$ cat config.mk
export PLATFORM = sky130hd
export DESIGN_NAME = vio_route_ctrl
export DESIGN_NICKNAME = d
export VERILOG_FILES = /design/src/rtl/lynxTypes.sv /design/src/rtl/vio_route_slot.sv /design/src/rtl/vio_route_ctrl.sv
export SDC_FILE = /design/constraint.sdc
export NUM_CORES = 1
export LEC_CHECK = 0
export ABC_AREA = 1
export BUFFER_PORTS_ARGS = -buffer_cell sky130_fd_sc_hd__buf_2
export CELL_PAD_IN_SITES_DETAIL_PLACEMENT = 0
export CELL_PAD_IN_SITES_GLOBAL_PLACEMENT = 1
export CORE_ASPECT_RATIO = 1.2
export CORE_UTILIZATION = 41
export DETAILED_ROUTE_END_ITERATION = 7
export PLACE_DENSITY = 0.88
export SETUP_SLACK_MARGIN = 0.5
export SLEW_MARGIN = 40
export SYNTH_ARGS = -nofsm -noshare
export SYNTH_HDL_FRONTEND = slang
export SYNTH_SLANG_ARGS = --single-unit
$ cat constraint.sdc
create_clock -name aclk -period 5.9 [get_ports aclk]
set_input_delay 1.77 -clock aclk [delete_from_list [all_inputs] [get_ports aclk]]
set_output_delay 1.77 -clock aclk [all_outputs]
set_load 0.03 [all_outputs]
$ cat src/rtl/lynxTypes.sv
// rtl/lynxTypes.sv - shared vFPGA types and constants
// Purpose: region count, route width and route type used by the stream-switch
//          route control logic.
// Ports:   none (package).
package lynxTypes;

   localparam int N_REGIONS  = 4;
   localparam int ROUTE_BITS = 14;

   typedef logic [ROUTE_BITS-1:0] route_t;

endpackage

$ cat src/rtl/vio_route_slot.sv
// rtl/vio_route_slot.sv - one region's route register with packet-boundary commit
// Purpose: tracks whether the region's dtu sink stream is inside a packet,
//          holds a shadow route and commits it only when tdest can safely change.
// Ports:
//   aclk, areset           clock, asynchronous active-high reset
//   wr_en, wr_route        accepted config write for this region and its route
//   flush                  drop the shadow route (no commit this cycle)
//   tvalid, tready, tlast  monitored dtu sink handshake
//   route                  committed route (registered)
//   pending                shadow route waiting to commit (registered)
//   upd_done               one-cycle pulse on commit (registered)
module vio_route_slot
   import lynxTypes::*;
#(
   parameter route_t RESET_ROUTE = '0
) (
   input  logic   aclk,
   input  logic   areset,
   input  logic   wr_en,
   input  route_t wr_route,
   input  logic   flush,
   input  logic   tvalid,
   input  logic   tready,
   input  logic   tlast,
   output route_t route,
   output logic   pending,
   output logic   upd_done
);

   logic   in_pkt;
   route_t shadow;
   logic   hs;
   logic   safe;

   assign hs = tvalid & tready;

   // Idle with nothing presented, or the final beat of a packet transferring now.
   // A presented-but-stalled first beat is deliberately not safe: its tdest is
   // already on the wire and must not move under it.
   assign safe = (!in_pkt & !tvalid) | (hs & tlast);

   always_ff @(posedge aclk or posedge areset) begin
      if (areset) begin
         in_pkt   <= 1'b0;
         shadow   <= RESET_ROUTE;
         route    <= RESET_ROUTE;
         pending  <= 1'b0;
         upd_done <= 1'b0;
      end else begin
         upd_done <= 1'b0;

         if (hs) begin
            in_pkt <= !tlast;
         end

         // wr_en is never asserted while pending is set, so the write and
         // deferred-commit branches never compete.
         if (flush) begin
            pending <= 1'b0;
         end else if (wr_en) begin
            if (safe) begin
               route    <= wr_route;
               upd_done <= 1'b1;
            end else begin
               shadow  <= wr_route;
               pending <= 1'b1;
            end
         end else if (pending && safe) begin
            route    <= shadow;
            pending  <= 1'b0;
            upd_done <= 1'b1;
         end
      end
   end

endmodule

$ cat src/rtl/vio_route_ctrl.sv
// rtl/vio_route_ctrl.sv - per-region route controller for the vFPGA stream switch
// Purpose: decodes config writes to per-region route slots, applies one
//          outstanding write per region and drives committed routes to the switch.
// Ports:
//   aclk, areset                    clock, asynchronous active-high reset
//   cfg_valid, cfg_ready            config write handshake (cfg_ready combinational)
//   cfg_region, cfg_route           target region and new route
//   cfg_flush                       drop all pending routes
//   cfg_err                         pulse after an accepted write to a bad region
//   mon_tvalid/tready/tlast         per-region dtu sink stream monitor
//   route_out                       committed routes (switch route_in)
//   route_pending, upd_done         per-region pending flag and commit pulse
module vio_route_ctrl
   import lynxTypes::*;
#(
   parameter int     N_ID        = N_REGIONS,
   parameter route_t RESET_ROUTE = 14'h0000
) (
   input  logic                             aclk,
   input  logic                             areset,
   input  logic                             cfg_valid,
   output logic                             cfg_ready,
   input  logic [7:0]                       cfg_region,
   input  logic [ROUTE_BITS-1:0]            cfg_route,
   input  logic                             cfg_flush,
   output logic                             cfg_err,
   input  logic [N_ID-1:0]                  mon_tvalid,
   input  logic [N_ID-1:0]                  mon_tready,
   input  logic [N_ID-1:0]                  mon_tlast,
   output logic [N_ID-1:0][ROUTE_BITS-1:0]  route_out,
   output logic [N_ID-1:0]                  route_pending,
   output logic [N_ID-1:0]                  upd_done
);

   logic            region_ok;
   logic            pend_sel;
   logic            accept;
   logic [N_ID-1:0] wr_en;

   assign region_ok = (32'(cfg_region) < N_ID);

   // Pending bit of the addressed region; out-of-range regions read as free so
   // that bad writes are accepted and reported rather than stalling the port.
   always_comb begin
      pend_sel = 1'b0;
      wr_en    = '0;
      for (int i = 0; i < N_ID; i++) begin
         if (32'(cfg_region) == i) begin
            pend_sel = route_pending[i];
            wr_en[i] = accept;
         end
      end
   end

   assign cfg_ready = !cfg_flush & (!region_ok | !pend_sel);
   assign accept    = cfg_valid & cfg_ready;

   always_ff @(posedge aclk or posedge areset) begin
      if (areset) begin
         cfg_err <= 1'b0;
      end else begin
         cfg_err <= accept & !region_ok;
      end
   end

   for (genvar g = 0; g < N_ID; g++) begin : g_slot
      vio_route_slot #(
         .RESET_ROUTE (RESET_ROUTE)
      ) u_slot (
         .aclk     (aclk),
         .areset   (areset),
         .wr_en    (wr_en[g]),
         .wr_route (cfg_route),
         .flush    (cfg_flush),
         .tvalid   (mon_tvalid[g]),
         .tready   (mon_tready[g]),
         .tlast    (mon_tlast[g]),
         .route    (route_out[g]),
         .pending  (route_pending[g]),
         .upd_done (upd_done[g])
      );
   end

endmodule

==> results of run 1 <==
## cell families after synthesis
family          Yosys count
flops                   125
buf+inv                  75
compound gates           78
simple gates            443
## worst register-to-register path, delay by kind of cell (launching register included)
kind | cells | cell delay, ns
AOI/OAI and AO/OA | 2 | 0.89
DFF | 1 | 0.41
and+or+nand+nor | 6 | 0.96
buffers and inverters | 1 | 0.03
## sequential cells by signal, summed over array words and instances (netlist names)
register                cells
cfg_err                     1
g_slot.u_slot.in_pkt        4
g_slot.u_slot.pending       4
g_slot.u_slot.route        56
g_slot.u_slot.shadow       56
g_slot.u_slot.upd_done      4
## where the power goes
group / total [mW] / internal, mW / switching, mW
registers: 0.876 / 0.870 / 0.00616
clock network: 1.09 / 0.715 / 0.374
logic: 0.0905 / 0.0246 / 0.0659
total: 2.06 / 1.61 / 0.446
## cells in the final DEF, fill, tap and decap left out
| cell | netlist | final |
|---|---|---|
| nor2_4 | 2 | 2 |
| nor2_2 | 5 | 5 |
| inv_1 | 37 | 36 |
| o31ai_1 | 4 | 4 |
| clkinv_2 | 0 | 3 |
| inv_2 | 1 | 1 |
| dfrtp_1 | 125 | 125 |
| nor2_1 | 11 | 11 |
| inv_4 | 0 | 1 |
| nor4_1 | 2 | 2 |
| clkbuf_1 | 2 | 3 |
| nand4_1 | 2 | 2 |
| buf_4 | 22 | 3 |
| nand2_2 | 2 | 2 |
| clkinvlp_4 | 0 | 3 |
| o21ai_0 | 35 | 35 |
| clkbuf_16 | 0 | 17 |
| buf_2 | 6 | 103 |
| bufinv_16 | 0 | 4 |
| a21oi_2 | 2 | 2 |
| nand3_2 | 1 | 1 |
| a21oi_1 | 4 | 4 |
| o21ai_2 | 10 | 10 |
| a31oi_1 | 5 | 5 |
| nand3_1 | 5 | 5 |
| buf_6 | 4 | 3 |
| a21oi_4 | 2 | 2 |
| nor3_1 | 1 | 1 |
| nand4_2 | 4 | 4 |
| clkinv_4 | 0 | 1 |
| o21ai_1 | 16 | 16 |
| nand3_4 | 2 | 2 |
| clkbuf_8 | 0 | 1 |
| nand2_1 | 406 | 406 |
## how the worst max path moves through the flow
| stage | start | endpoint | slack (ns) | cells after the start |
|---|---|---|---|---|
| floorplan | areset | cfg_err$_DFF_PP0_ | 0.80 | 1 |
| global placement | cfg_region[7] | cfg_ready | 1.20 | 10 |
| detailed placement | cfg_region[7] | cfg_ready | 1.18 | 10 |
| CTS | cfg_region[7] | cfg_ready | 1.18 | 10 |
| global route | cfg_region[7] | cfg_ready | 1.08 | 10 |
| finish | cfg_region[7] | cfg_ready | 1.20 | 10 |
## per-stage QoR
step	hold WS (ns)	power (mW)
after floorplan	0.453	0.939
after global placement	0.459	0.982
after detailed placement	0.460	0.983
after CTS	0.474	2.08
after global routing	0.491	2.13
final	0.471	2.06
## layer usage
layer	global-route usage, %	vias to the layer above	share of wire (%)
li1	-	2416	-
met4	9.33	0	2.7
met2	33.6	127	47
met1	27.4	2189	44
met5	0	-	0
met3	5.43	25	5.5
## Yosys cell counts, types with 3 or more instances
master    number  area (µm²)
buf_6          4        45.0
nand2_1      406        1520
a31oi_1        5        31.3
inv_1         37         139
buf_2          6        30.0
nand4_2        4        50.1
nor2_2         5        31.3
o31ai_1        4        30.0
o21ai_1       16        80.1
o21ai_2       10        87.6
dfrtp_1      125        3130
nor2_1        11        41.3
nand3_1        5        25.0
clkbuf_2       3        15.0
o21ai_0       35         175
buf_4         22         165
a21oi_1        4        20.0
## cell type report
class                           instances  area, µm²
Timing Repair Buffer                  109        572
Clock inverter                         11        166
Multi-Input combinational cell        521       2260
Fill cell                            1359       6830
Sequential cell                       125       3130
Tap cell                              171        214
Inverter                               38        145
Clock buffer                           21        450
==> qor.csv, run 1 <==
stage;metric;value;unit
clock_tree;cts_sinks;125;
final_layout;syn_to_final_growth;19.7;%
clock_tree;cts-htree-levels;4;
logic_synthesis;synthMuxAreaShare;0;%
floorplanning;die_x;110;µm
final_layout;diodes;0;
min_path;min_path_cells;2;
clock_tree;ctsLongestPathBuffers;2;
drt;drt_first_pass_iters;4;
sta;period_share;79.7;%
logic_synthesis;ys.flop_type;dfrtp_1;
clock_tree;cts_setup_buffers;0;
power;leakage;3.95;nW
global_routing;grt_max_degree;62;
setup_path;worst-path-buf-inv;3;
power;pwr_density_cell;297;nW/µm²
global_routing;grt_pass1_wl;23.9;mm
drt;drc;0;
sta;setup_viol;0;
sta;drv_slew;0;
sta;fin_crit;4.70;ns
logic_synthesis;async_reset_ff_share;100;%
flow_run;cap_viol_max_count;0;
global_routing;track_usage;21.2;%
drt;ant_nets;0;
sta;grt_setup_unrepaired;no;
sta;worst_pin_slew;0.722;ns
min_path;min_path_type;reg2reg;
placed_design;dp_cells;964;
setup_path;crit_top_cell;nand2_1;
floorplanning;start_util;42.1;%
logic_synthesis;ys_warn_count;0;
setup_path;r2r_setup_slack;3.56;ns
clock_tree;cts_root_buffer;clkbuf_16;
placed_design;portBuffers;103;
drt;drtIter0Drc;255;
final_layout;nets;850;
setup_path;cp_max_fo;6;
setup_path;crit_chain;buf_2 -> nor2_1 -> nand2_1 -> nor2_2 -> nand2_1 -> nand2_1 -> nand3_4 -> nand2_1 -> inv_2 -> buf_2;
global_routing;antenna_found_initial;0;
drt;vias;4757;
drt;drt-total-wl;14.4;mm
logic_synthesis;syn_inst;721;
setup_path;reg2reg_depth;9;
sta;tns;0;ns
logic_synthesis;seq_area_frac_synth;54.0;%
floorplanning;num_rows;47;
placed_design;hpwl;9.98;mm
drt;viasPerCell;4.78;
clock_tree;path_clk_slew;0.05;ns
clock_tree;clk_latency;0.42;ns
placed_design;place_ws;1.18;ns
global_routing;grt-ovfl-total;0;
setup_path;rr_startpoint;g_slot[1].u_slot.pending$_DFFE_PP0P_;
setup_path;start_kind;input port;
setup_path;crit_required;4.13;ns
floorplanning;core;13800;µm²
power;irDropWorstVdd;0.242;mV
sta;max_slew_margin;51.9;%
floorplanning;die-area;14600;µm²
clock_tree;cts_resized;0;
min_path;min_from;g_slot[3].u_slot.route[8]$_DFFE_PP0P_;
logic_synthesis;synth_edf_count;0;
setup_path;reg2reg_to;g_slot[0].u_slot.route[4]$_DFFE_PP0P_;
drt;routedWlPerCell;14.5;µm
logic_synthesis;avgSynthCellArea;8.03;µm²
clock_tree;cts_tree;built;
logic_synthesis;yosys.area_share.simple;30.8;%
logic_synthesis;syn_nets;759;
floorplanning;die_h;132;µm
clock_tree;cts_hold_buf;0;
logic_synthesis;synth_xor_area_share;0;%
logic_synthesis;synth-compound-area-share;8.19;%
min_path;hold_end;g_slot[3].u_slot.route[8]$_DFFE_PP0P_;
logic_synthesis;synth_seq_cells;125;
setup_path;arrival;2.93;ns
logic_synthesis;syn_area;5790;µm²
setup_path;end_kind;output pin;
placed_design;gp_congestion;0.748;
setup_path;path_class;in2out;
logic_synthesis;synth_fa_ha_area_share;0;%
sta;timing.final.ws_setup;1.20;ns
final_layout;drive_above_1_share;20.6;%
sta;fmax;213;MHz
setup_path;path_delay_family;simple AND/OR/NAND/NOR gates;
placed_design;place_area;6310;µm²
floorplanning;io_pins;104;
logic_synthesis;synth_top_family_by_area;simple AND/OR/NAND/NOR gates;
sta;hold_violations;0;
logic_synthesis;ys_types;28;
sta;skew;0.00932;ns
outcome;status;finished, final reports clean;
final_layout;final_area;6930;µm²
global_routing;grt_pass1_vias;4591;
final_layout;utilization;50.4;%
clock_tree;numCtsBuffers;17;
setup_path;cp_slowest_stage_delay;0.18;ns
final_layout;final_cells;996;
setup_path;cp_slowest_cell;nor2_2;
Power figures use the tool's default switching activity.
==> inputs of run 2 (changes only) <==
--- a/config.mk
+++ b/config.mk
@@ -5,12 +5,12 @@
 export SDC_FILE = /design/constraint.sdc
 export NUM_CORES = 1
 export LEC_CHECK = 0
-export ABC_AREA = 1
+export ABC_AREA = 0
 export BUFFER_PORTS_ARGS = -buffer_cell sky130_fd_sc_hd__buf_2
 export CELL_PAD_IN_SITES_DETAIL_PLACEMENT = 0
 export CELL_PAD_IN_SITES_GLOBAL_PLACEMENT = 1
 export CORE_ASPECT_RATIO = 1.2
-export CORE_UTILIZATION = 41
+export CORE_UTILIZATION = 45
 export DETAILED_ROUTE_END_ITERATION = 7
 export PLACE_DENSITY = 0.88
 export SETUP_SLACK_MARGIN = 0.5
==> constraint.sdc (replaced) <==
create_clock -name aclk -period 4.7 [get_ports aclk]
set_input_delay 1.41 -clock aclk [delete_from_list [all_inputs] [get_ports aclk]]
set_output_delay 1.41 -clock aclk [all_outputs]
set_load 0.03 [all_outputs]
==> run 2 against run 1 <==
Routed wire length decreased by 5.4%. Critical path depth decreased by 6. Clock skew about the same. Combinational power increased by 71%. Via count decreased by 15%. Non-clock buffer count increased by 9. Flip-flop and latch count unchanged. Power increased by 25%. Die area decreased by 11%. Hold slack improved by 0.023 ns. Register-to-register slack got worse by 0.89 ns. Critical path type unchanged. Largest power group unchanged.
==> qor.csv, run 2 <==
stage;metric;value;unit;change
clock_tree;cts_setup_buffers;0;;unchanged
global_routing;grt_pass1_wl;22.2;mm;was 23.9 mm
setup_path;crit_required;3.29;ns;was 4.13 ns
placed_design;portBuffers;103;;unchanged
sta;drv_slew;0;;unchanged
logic_synthesis;ys.flop_type;dfrtp_1;;unchanged
outcome;status;finished, final reports clean;;unchanged
sta;hold_slack;0.494;ns;was 0.471 ns
clock_tree;cts_root_buffer;clkbuf_16;;unchanged
final_layout;layout_commonest_cell;dfrtp_1;;was nand2_1
sta;max_slew_margin;49.1;%;was 51.9%
sta;grt_setup_unrepaired;no;;unchanged
logic_synthesis;avgSynthCellArea;13.0;µm²;was 8.03 µm²
logic_synthesis;async_reset_ff_share;100;%;unchanged
logic_synthesis;syn_inst;437;;was 721
power;leakage;3.34;nW;was 3.95 nW
power;irDropWorstVdd;0.211;mV;was 0.242 mV
flow_run;cap_viol_max_count;0;;unchanged
placed_design;gp_congestion;0.981;;was 0.748
power;pwr_density_cell;371;nW/µm²;was 297 nW/µm²
sta;hold_violations;0;;unchanged
logic_synthesis;syn_nets;475;;was 759
logic_synthesis;ys_types;40;;was 28
final_layout;diodes;0;;unchanged
logic_synthesis;seq_area_frac_synth;55.2;%;was 54.0%
logic_synthesis;netlist_top_cells_count;125 x dfrtp_1, 56 x mux2_2, 44 x or2_2;;was 406 x nand2_1, 125 x dfrtp_1, 37 x inv_1
final_layout;utilization;57.0;%;was 50.4%
floorplanning;num_rows;44;;was 47
sta;fmax;261;MHz;
setup_path;start_kind;input port;;unchanged
global_routing;grt_max_degree;70;;was 62
global_routing;antenna_found_initial;0;;unchanged
final_layout;nets;578;;was 850
clock_tree;clk_latency;0.41;ns;was 0.42 ns
drt;vias;4057;;was 4757
clock_tree;cts_resized;0;;unchanged
logic_synthesis;synth_top_area_share;55.2;%;was 54.0%
clock_tree;ctsLongestPathBuffers;2;;unchanged
drt;drtIter0Drc;231;;was 255
final_layout;final_area;6930;µm²;about the same
sta;skew;0.00894;ns;was 0.00932 ns
global_routing;track_usage;22.4;%;was 21.2%
final_layout;syn_to_final_growth;22.5;%;was 19.7%
clock_tree;cts_tree;built;;unchanged
sta;tns;0;ns;unchanged
floorplanning;core;12200;µm²;was 13800 µm²
drt;routedWlPerCell;19.1;µm;was 14.5 µm
final_layout;drive_above_1_share;52.2;%;was 20.6%
clock_tree;cts_sinks;125;;unchanged
drt;drt_first_pass_iters;4;;unchanged
clock_tree;cts_hold_buf;0;;unchanged
final_layout;reg.largest.list;g_slot.u_slot.route x56, g_slot.u_slot.shadow x56;;unchanged
setup_path;cp_max_fo;6;;unchanged
global_routing;grt_pass1_vias;4217;;was 4591
logic_synthesis;synth_edf_count;0;;unchanged
logic_synthesis;syn_area;5660;µm²;was 5790 µm²
final_layout;final_cell_mix;125 x dfrtp_1, 105 x buf_2, 56 x mux2_2;;was 406 x nand2_1, 125 x dfrtp_1, 103 x buf_2
logic_synthesis;ys_warn_count;0;;unchanged
drt;drt-total-wl;13.6;mm;was 14.4 mm
clock_tree;numCtsBuffers;17;;unchanged
clock_tree;path_clk_slew;0.05;ns;about the same
clock_tree;cts-htree-levels;4;;unchanged
placed_design;place_area;6330;µm²;was 6310 µm²
floorplanning;start_util;46.5;%;was 42.1%
drt;drc;0;;unchanged
setup_path;arrival;2.43;ns;was 2.93 ns
sta;fin_crit;3.84;ns;
logic_synthesis;synth_seq_cells;125;;unchanged
sta;period_share;81.6;%;
final_layout;n_fill_cell;1008;;was 1359
floorplanning;die_h;125;µm;was 132 µm
drt;ant_nets;0;;unchanged
global_routing;grt-ovfl-total;0;;unchanged
floorplanning;die_x;104;µm;was 110 µm
sta;setup_viol;0;;unchanged
sta;worst_pin_slew;0.761;ns;was 0.722 ns
floorplanning;die-area;13000;µm²;was 14600 µm²
placed_design;hpwl;9.20;mm;was 9.98 mm
min_path;min_path_type;reg2reg;;unchanged
setup_path;path_class;in2out;;unchanged
floorplanning;io_pins;104;;unchanged
logic_synthesis;ys_top_cells_by_area;dfrtp_1 55%, mux2_2 11%, o221a_2 6.4%;;was dfrtp_1 54%, nand2_1 26%, o21ai_0 3.0%
setup_path;end_kind;output pin;;unchanged
logic_synthesis;synth.largest_area_cell;dfrtp_1;;unchanged
logic_synthesis;yosysMostFrequentCell;dfrtp_1;;was nand2_1
drt;viasPerCell;5.69;;was 4.78
## run 2: cell count changes after synthesis, moves of 15 or more
cell,delta
and2_1,+15
clkbuf_1,+17
inv_1,-34
mux2_2,+56
mux2i_1,+15
nand2_1,-403
nand4b_1,+16
o21ai_0,-34
o21ai_1,-16
o221a_2,+32
or2_2,+44
## run 2: cells by family (layout without fill, tap and decap cells)
kind of cell           Yosys count  after routing  synth area share (%)
AOI/OAI and AO/OA               58             58                  10.2
DFF                            125            125                  55.2
muxes                           72             72                  14.2
and+or+nand+nor                144            144                  17.0
buffers and inverters           38            153                  3.36
## run 2: power breakdown
group | switching, mW | internal, mW | leakage (nW)
Combinational | 0.101 | 0.0536 | 1.39
Clock | 0.442 | 0.862 | 0.296
Sequential | 0.0134 | 1.10 | 1.65
Total | 0.556 | 2.02 | 3.34
## run 2: critical path, cell delays in order
cell	delay, ns
buf_2	0.14
mux4_2	0.50
a31oi_1	0.16
buf_2	0.21
## run 2: worst paths after layout
path                                                        start                                      to  slack, ns  cells past startpoint
setup / recovery                                    cfg_region[0]                               cfg_ready       0.86                      4
hold / removal             g_slot[0].u_slot.shadow[9]$_DFFE_PP0P_  g_slot[0].u_slot.shadow[9]$_DFFE_PP0P_       0.49                      1
setup reg to reg              g_slot[1].u_slot.in_pkt$_DFFE_PP0P_   g_slot[1].u_slot.route[3]$_DFFE_PP0P_       2.67                      4
hold reg to reg            g_slot[0].u_slot.shadow[9]$_DFFE_PP0P_  g_slot[0].u_slot.shadow[9]$_DFFE_PP0P_       0.49                      1
max in group asynchronous                                  areset  g_slot[2].u_slot.shadow[6]$_DFFE_PP0P_       2.87                      3
min in group asynchronous                                  areset     g_slot[0].u_slot.in_pkt$_DFFE_PP0P_       1.00                      2
## run 2: metal layers
layer	wire length, µm	GRT usage, %	part of all wire, %	vias up
met3	785	4.92	5.8	30
li1	-	-	-	1826
met1	5500	27.2	40	2068
met2	6910	37.4	51	133
met5	0	0	0	-
met4	428	11.3	3.1	0
## run 2: area by class of cell
class | instances | area [µm²] | area share [%]
sequential | 125 | 3130 | 45.1
multi-input combinational | 274 | 2350 | 33.9
timing repair buffer | 118 | 636 | 9.17
clock buffer | 26 | 519 | 7.49
tap | 161 | 201 | 2.91
clock inverter | 5 | 78.8 | 1.14
inverter | 4 | 18.8 | 0.271
## run 2: per-stage QoR
step | worst slack, ns | instances | power (mW)
after floorplan | 0.825 | 437 | 1.22
after global placement | 0.865 | 679 | 1.28
after detailed placement | 0.862 | 681 | 1.29
after CTS | 0.862 | 712 | 2.59
after global routing | 0.833 | 713 | 2.65
final | 0.865 | 713 | 2.57
